$ cat config.mk
export PLATFORM = sky130hd
export DESIGN_NAME = systolic_feeder
export DESIGN_NICKNAME = d
export VERILOG_FILES = /design/src/rtl/systolic_pkg.sv /design/src/rtl/systolic_skew_line.sv /design/src/rtl/systolic_feeder.sv
export SDC_FILE = /design/constraint.sdc
export NUM_CORES = 1
export LEC_CHECK = 0
export BUFFER_PORTS_ARGS = -buffer_cell sky130_fd_sc_hd__clkbuf_2
export CORE_ASPECT_RATIO = 1.2
export CORE_MARGIN = 5
export CORE_UTILIZATION = 50
export CTS_CLUSTER_SIZE = 40
export DETAILED_ROUTE_END_ITERATION = 7
export PLACE_DENSITY = 0.84
export SLEW_MARGIN = 20
export SYNTH_ARGS = -nofsm -noshare
export SYNTH_HDL_FRONTEND = slang
export SYNTH_SLANG_ARGS = --single-unit
$ cat constraint.sdc
create_clock -name clk_in -period 2.7 [get_ports clk_in]
set_input_delay 0.54 -clock clk_in [delete_from_list [all_inputs] [get_ports clk_in]]
set_output_delay 0.54 -clock clk_in [all_outputs]
set_load 0.1 [all_outputs]
$ cat src/rtl/systolic_pkg.sv
// systolic_pkg: feeder state type, default array sizes and the LOAD ctrl pattern
package systolic_pkg;

    typedef enum logic [1:0] {IDLE, LOAD, COMPUTE, DRAIN} feeder_state_t;

    localparam int DEF_WIDTH = 8;
    localparam int DEF_ROW   = 2;
    localparam int DEF_COL   = 2;
    localparam int MAX_PE    = 64;

    // after beat k lands, only rows i <= rows-1-k keep latching from the chain
    function automatic logic [MAX_PE-1:0] ctrl_mask(input int k, input int rows, input int cols);
        ctrl_mask = '0;
        for (int j = 0; j < cols; j++)
            for (int i = 0; i < rows; i++)
                ctrl_mask[j*rows+i] = (i <= rows - 1 - k);
    endfunction

endpackage

$ cat src/rtl/systolic_skew_line.sv
// systolic_skew_line: fixed-depth delay line used to skew one feature row
module systolic_skew_line #(
    parameter int WIDTH = 8,
    parameter int DEPTH = 0
) (
    input  logic             clk_in,
    input  logic             rst_in,
    input  logic [WIDTH-1:0] d_in,
    output logic [WIDTH-1:0] q_out
);

    if (DEPTH == 0) begin : g_wire
        logic unused_clk_rst;
        assign unused_clk_rst = clk_in ^ rst_in;
        assign q_out = d_in;
    end else begin : g_regs
        logic [WIDTH-1:0] taps [DEPTH];
        // shift the slot one stage per cycle
        always_ff @(posedge clk_in or posedge rst_in)
            if (rst_in) taps <= '{default: '0};
            else begin
                taps[0] <= d_in;
                for (int n = 1; n < DEPTH; n++) taps[n] <= taps[n-1];
            end
        assign q_out = taps[DEPTH-1];
    end

endmodule

$ cat src/rtl/systolic_feeder.sv
// systolic_feeder: loads PE weights then streams features into systolic_array (SYSTOLIC_FEEDER_SKEW_EN skews rows)
module systolic_feeder
    import systolic_pkg::*;
#(
    parameter int WIDTH = DEF_WIDTH,
    parameter int ROW   = DEF_ROW,
    parameter int COL   = DEF_COL
) (
    input  logic                 clk_in,
    input  logic                 rst_in,
    input  logic                 start_in,
    input  logic                 w_valid_in,
    output logic                 w_ready_out,
    input  logic [COL*WIDTH-1:0] w_data_in,
    input  logic                 f_valid_in,
    output logic                 f_ready_out,
    input  logic [ROW*WIDTH-1:0] f_data_in,
    input  logic                 f_last_in,
    output logic [ROW*COL-1:0]   ctrl_out,
    output logic [COL*WIDTH-1:0] weight_out,
    output logic [ROW*WIDTH-1:0] feature_out,
    output logic [ROW-1:0]       feat_valid_out,
    output logic                 busy_out,
    output logic                 done_out
);

    localparam int PE = ROW * COL;
    localparam int KW = $clog2(ROW + 1);
`ifdef SYSTOLIC_FEEDER_SKEW_EN
    localparam int D = ROW - 1;
`else
    localparam int D = 0;
`endif
    localparam logic [KW-1:0] K_FULL = KW'(ROW);
    localparam logic [KW-1:0] K_LAST = KW'(ROW - 1);
    localparam logic [KW-1:0] K_D    = KW'(D);

    feeder_state_t        state;
    logic [KW-1:0]        k;
    logic [PE-1:0]        ctrl_next;
    logic                 w_acc, f_acc;
    logic [ROW*WIDTH-1:0] s0_data;
    logic [ROW-1:0]       s0_vld;

    assign w_acc = w_ready_out & w_valid_in;
    assign f_acc = f_ready_out & f_valid_in;

    // ctrl pattern to apply when the current beat is accepted
    always_comb ctrl_next = PE'(ctrl_mask(int'(k), ROW, COL));

    // job sequencer: weight load, feature stream, drain, done pulse
    always_ff @(posedge clk_in or posedge rst_in)
        if (rst_in) begin
            state       <= IDLE;
            k           <= '0;
            ctrl_out    <= '0;
            weight_out  <= '0;
            w_ready_out <= 1'b0;
            f_ready_out <= 1'b0;
            busy_out    <= 1'b0;
            done_out    <= 1'b0;
        end else begin
            done_out <= 1'b0;
            case (state)
                IDLE:
                    if (start_in) begin
                        state       <= LOAD;
                        k           <= '0;
                        ctrl_out    <= '1;
                        w_ready_out <= 1'b1;
                        busy_out    <= 1'b1;
                    end
                LOAD:
                    if (k == K_FULL) begin
                        state       <= COMPUTE;
                        ctrl_out    <= '0;
                        weight_out  <= '0;
                        f_ready_out <= 1'b1;
                    end else if (w_acc) begin
                        weight_out <= w_data_in;
                        ctrl_out   <= ctrl_next;
                        k          <= k + 1'b1;
                        if (k == K_LAST) w_ready_out <= 1'b0;
                    end
                COMPUTE:
                    if (f_acc && f_last_in) begin
                        state       <= DRAIN;
                        f_ready_out <= 1'b0;
                        k           <= '0;
                    end
                DRAIN:
                    if (k == K_D) begin
                        state    <= IDLE;
                        busy_out <= 1'b0;
                        done_out <= 1'b1;
                    end else k <= k + 1'b1;
            endcase
        end

    // first feature stage: accepted beat or an empty slot every cycle
    always_ff @(posedge clk_in or posedge rst_in)
        if (rst_in) begin
            s0_data <= '0;
            s0_vld  <= '0;
        end else begin
            s0_data <= f_acc ? f_data_in : '0;
            s0_vld  <= f_acc ? '1 : '0;
        end

`ifdef SYSTOLIC_FEEDER_SKEW_EN
    for (genvar i = 0; i < ROW; i++) begin : g_row
        systolic_skew_line #(.WIDTH(WIDTH + 1), .DEPTH(i)) u_skew (
            .clk_in (clk_in),
            .rst_in (rst_in),
            .d_in   ({s0_vld[i], s0_data[i*WIDTH +: WIDTH]}),
            .q_out  ({feat_valid_out[i], feature_out[i*WIDTH +: WIDTH]})
        );
    end
`else
    assign feature_out    = s0_data;
    assign feat_valid_out = s0_vld;
`endif

endmodule

Yosys cells after proc, flatten, opt, wreduce, memory -nomap -nowiden
Index checks and enable logic that the tools add are counted.
{"block": "classes", "add_sub_neg": 2, "n_lt_le_gt_ge": 2, "n_eq_ne": 14, "mux": 31, "bitwise_logic": 2, "n_reduce_logical": 14}
{"operator": "16-bit two-way mux", "count": 3}
{"operator": "2-bit two-way mux", "count": 10}
{"operator": "2-bit != test (second input constant)", "count": 8}
{"operator": "2-bit case mux with 4 select lines", "count": 2}
{"operator": "4-bit two-way mux", "count": 3}
{"operator": "5-bit AND reduction", "count": 2}
{"operator": "1-bit two-way mux", "count": 9}
{"operator": "3-bit AND reduction", "count": 3}
{"operator": "4-bit case mux with 2 select lines", "count": 1}
{"operator": "2-bit nonzero test", "count": 4}
{"operator": "2-bit equality test (second input constant)", "count": 3}
{"operator": "1-bit case mux with 2 select lines", "count": 3}
{"operator": "2-bit by 1-bit equality test with 1-bit output (second input constant)", "count": 2}
{"operator": "2-bit zero test", "count": 2}
{"operator": "4-bit AND reduction", "count": 1}
{"operator": "1-bit by 3-bit less-or-equal comparator with 1-bit output (first input constant)", "count": 1}
{"operator": "2-bit by 3-bit less-or-equal comparator with 1-bit output (first input constant)", "count": 1}
{"operator": "3-bit != test (second input constant)", "count": 1}
{"operator": "1-bit by 2-bit subtractor with 3-bit output (first input constant)", "count": 1}
{"operator": "2-bit by 1-bit adder with 2-bit output (second input constant)", "count": 1}
{"operator": "1-bit bitwise AND", "count": 2}
{"operator": "2-bit AND reduction", "count": 1}
{"operator": "1-bit logical AND", "count": 1}
{"block": "totals", "reg_bits": 46}

Longest topological paths before layout
{"block": "depth", "depth_word": 5, "depth_mapped": 7, "mapped_depth_nobuf": 6}

Worst setup path after synthesis
OpenSTA, ideal clock, no wires.
{"block": "synth_path", "path_kind": "reg2reg", "from": "register f_ready_out", "to": "register state[1]", "t_arrival_ps": 1809, "path_slack_ps": 766, "stages_incl_launch_ff": 5, "path_buffers": 0, "period_less_slack_ps": 1934, "path_cell_list": "dfrtp_1 nand3_2 a21oi_2 nand3_2 mux2_4"}
{"block": "synth_via", "elab_chain_cells": 4}
{"item": "start: declaration", "line": "systolic_feeder.sv:16", "source": "output logic f_ready_out,"}
{"item": "start signal: assignment", "line": "systolic_feeder.sv:59", "source": "f_ready_out <= 1'b0;"}
{"item": "start signal: assignment", "line": "systolic_feeder.sv:78", "source": "f_ready_out <= 1'b1;"}
{"item": "start signal: assignment", "line": "systolic_feeder.sv:88", "source": "f_ready_out <= 1'b0;"}
{"item": "1-bit bitwise AND", "line": "systolic_feeder.sv:46", "source": "assign f_acc = f_ready_out & f_valid_in;"}
{"item": "1-bit logical AND", "line": "systolic_feeder.sv:86", "source": "if (f_acc && f_last_in) begin"}
{"item": "2-bit != test (no source line)"}
{"item": "4-bit AND reduction (no source line)"}
{"item": "end signal: assignment", "line": "systolic_feeder.sv:54", "source": "state <= IDLE;"}
{"item": "end signal: assignment", "line": "systolic_feeder.sv:87", "source": "state <= DRAIN;"}
{"item": "end signal: assignment", "line": "systolic_feeder.sv:93", "source": "state <= IDLE;"}
{"item": "end: declaration", "line": "systolic_feeder.sv:38", "source": "feeder_state_t state;"}
No other way between the ends.
A chain may end at the register's enable or synchronous reset.

Final worst setup path
{"block": "layout_path", "from": "register f_ready_out", "to": "output port f_ready_out"}
No word-level cell between the ends.

==> run metrics <==
outcome=completed; critical path endpoint category=primary output; Fillers=270; Req. time, crit path=2160 ps; remaining antenna violation count=0; Crit Path Max Fanout=20; max-cap violation count=0; total CTS buffers=5; CP cell instances=clkbuf_2; mapped cell area=0.00180 mm²; final worst path period share=75.3%; Post-route DRC=0; chip width=64.8 µm; #FFs+latches synth=43; Avg Inst Size Synth=12.9 µm²; slew margin rel.=58.7%; ratio of cells with drive above 1 in the final layout=47.2%; row count=23; Synth Warn #=0; Pins Over Slew Limit=0; IO Port Bufs=79; chip height=75.7 µm; Worst-Skew Late Latency=290 ps; Fin. Hold Viols=0; largest cells by area after synthesis=dfrtp_1 60%, a22o_1 7.8%, ha_1 7.0%, and3_2 3.3%, and3_1 2.8%; Largest delay share family, worst path=flip-flops; post-route setup TNS=0 ps; CTS clock-pin slew for the worst setup and hold paths=70 ps; setup violators final=0; Vias/cell=5.19; sequential area share after synthesis=59.8%; area of the core=0.00340 mm²; DIE AREA=0.00490 mm²; Synthesized Nets=187; pin count of the biggest net entering global routing=44; crit path time final=2030 ps; HPWL Detailed=2.95 mm; Crit Path Category=flop to primary output; worst-margin pin slew=619 ps; clk sink count=43; max incr delay on CP=650 ps; first-pass GRT wire length=6.27 mm; H-tree depth=2; clk_skew=4.81 ps; Yosys top cell by area=dfrtp_1; Area Growth Syn to Fin=26.6%; CTS root buffer=clkbuf_8; flop2flop setup slack=890 ps; Slowest-stage cell, CP=dfrtp_1; 1st-iter DRT viols=112; gr usage total=17.0%; Mapped Cells=139; HP Class=primary input to async pin; Unique masters post-synth=26; clock tree buffer depth=2; total congestion overflow=0; I/O pin total=80; Post-CTS Hold Fix Bufs=0; CP bufs+invs=1; routability cong.=0.776; top-area cell type share of the netlist area=59.8%; Critical Path AT=1490 ps; fmax=492 MHz; Ant. Diodes=0; TritonCTS clock tree=built; Initial Util=53.0%; total number of vias=1324; post-CTS sizing=0; vias in the first global route=1320; drt pass-1 iters=4; total routed wirelength=3.90 mm; RSZ-0062 raised after global routing=no; nets=265; crit start category=flop; WL/cell=15.3 µm; initial antenna violation count=0; number of post-CTS setup repair buffers=0
-- stage by stage --
| stage | hold slack, ps | utilization (%) | instance area (µm²) | worst slack (ps) | std cells |
|---|---|---|---|---|---|
| 4_1_cts | 374 | 67.1 | 2280 | 664 | 255 |
| 5_1_grt | 415 | 67.1 | 2280 | 604 | 255 |
| 2_1_floorplan | 534 | - | 1800 | 766 | 139 |
| 3_5_place_dp | 491 | 64.6 | 2190 | 903 | 247 |
| 6_report | 350 | 67.1 | 2280 | 667 | 255 |
| 3_3_place_gp | 489 | 64.6 | 2190 | 987 | 247 |
-- metal layers --
layer | GRT usage [%] | wire, µm | vias up
met2 | 28.9 | 2060 | 46
met4 | 5.63 | 49 | 0
met5 | 0 | 0 | -
li1 | - | - | 637
met1 | 20.5 | 1510 | 631
met3 | 5.90 | 271 | 10
-- worst reg2reg max path: stages (launching register included) --
cell and delay (ps):
dfrtp_1 410, inv_1 130, ha_1 280, nor2b_2 210, and2b_1 490, a22o_1 220
-- placed cells by master, fill, tap and decap left out, drive strengths merged --
| cell | n |
|---|---|
| clkbuf | 85 |
| dfrtp | 43 |
| a22o | 16 |
| and3 | 16 |
| ha | 10 |
| inv | 7 |
| a21oi | 6 |
| nand2 | 5 |
| o21ai | 5 |
| nand2b | 4 |
| mux2i | 4 |
| mux2 | 4 |
| and2 | 2 |
| nand3 | 2 |
| nor2 | 2 |
| nor2b | 1 |
| and2b | 1 |
| a222oi | 1 |
| nand3b | 1 |
| clkinv | 1 |
| clkinvlp | 1 |
| buf | 1 |
-- synthesized netlist by cell type --
library cell / number
nor2_1: 2
and3_1: 8
a222oi_1: 1
a22o_1: 16
nand3b_1: 1
buf_6: 1
and2_1: 2
buf_2: 2
dfrtp_1: 43
nand3_2: 2
ha_1: 10
nand2_1: 5
clkbuf_2: 1
mux2_2: 3
nand2b_1: 4
o21ai_0: 5
and3_2: 8
and2b_1: 1
a21oi_1: 5
buf_4: 3
nor2b_2: 1
a21oi_2: 1
clkbuf_1: 2
mux2i_1: 4
mux2_4: 1
inv_1: 7
-- cell type report --
type / instances / area [µm²] / area share, %
clock buffer: 6 / 72.6 / 3.19
multi-input combinational: 80 / 641 / 28.1
clock inverter: 2 / 12.5 / 0.549
tap: 37 / 46.3 / 2.03
sequential: 43 / 1080 / 47.3
inverter: 7 / 26.3 / 1.15
timing repair buffer: 80 / 403 / 17.7
-- path summary, 6_finish.rpt --
path                                 from              to  depth (start not counted)
min reg2reg                weight_out[11]  weight_out[11]                          1
max in group asynchronous          rst_in     w_ready_out                          3
max reg2reg                      state[1]  weight_out[14]                          5
min in group clk_in          w_data_in[4]   weight_out[4]                          2
max                           f_ready_out     f_ready_out                          1
min                                rst_in     ctrl_out[2]                          3
-- flip-flops by register name, indices dropped and copies added, names as in the netlist --
register	count
w_ready_out	1
k	2
busy_out	1
f_ready_out	1
state	2
feat_valid_out	1
done_out	1
ctrl_out	2
feature_out	16
weight_out	16
-- cell families (layout without fill, tap and decap cells) --
| kind of cell | after synthesis | count (layout) | share of synthesized area, % |
|---|---|---|---|
| simple gates | 34 | 34 | 12.1 |
| fa+ha+maj | 10 | 10 | 6.95 |
| compound gates | 28 | 28 | 11.6 |
| flops | 43 | 43 | 59.8 |
| buf+inv | 16 | 95 | 4.59 |
| mux | 8 | 8 | 4.94 |
Power is not shown: default switching activity piles up to over one toggle a cycle in this logic, so the estimate is an artifact.
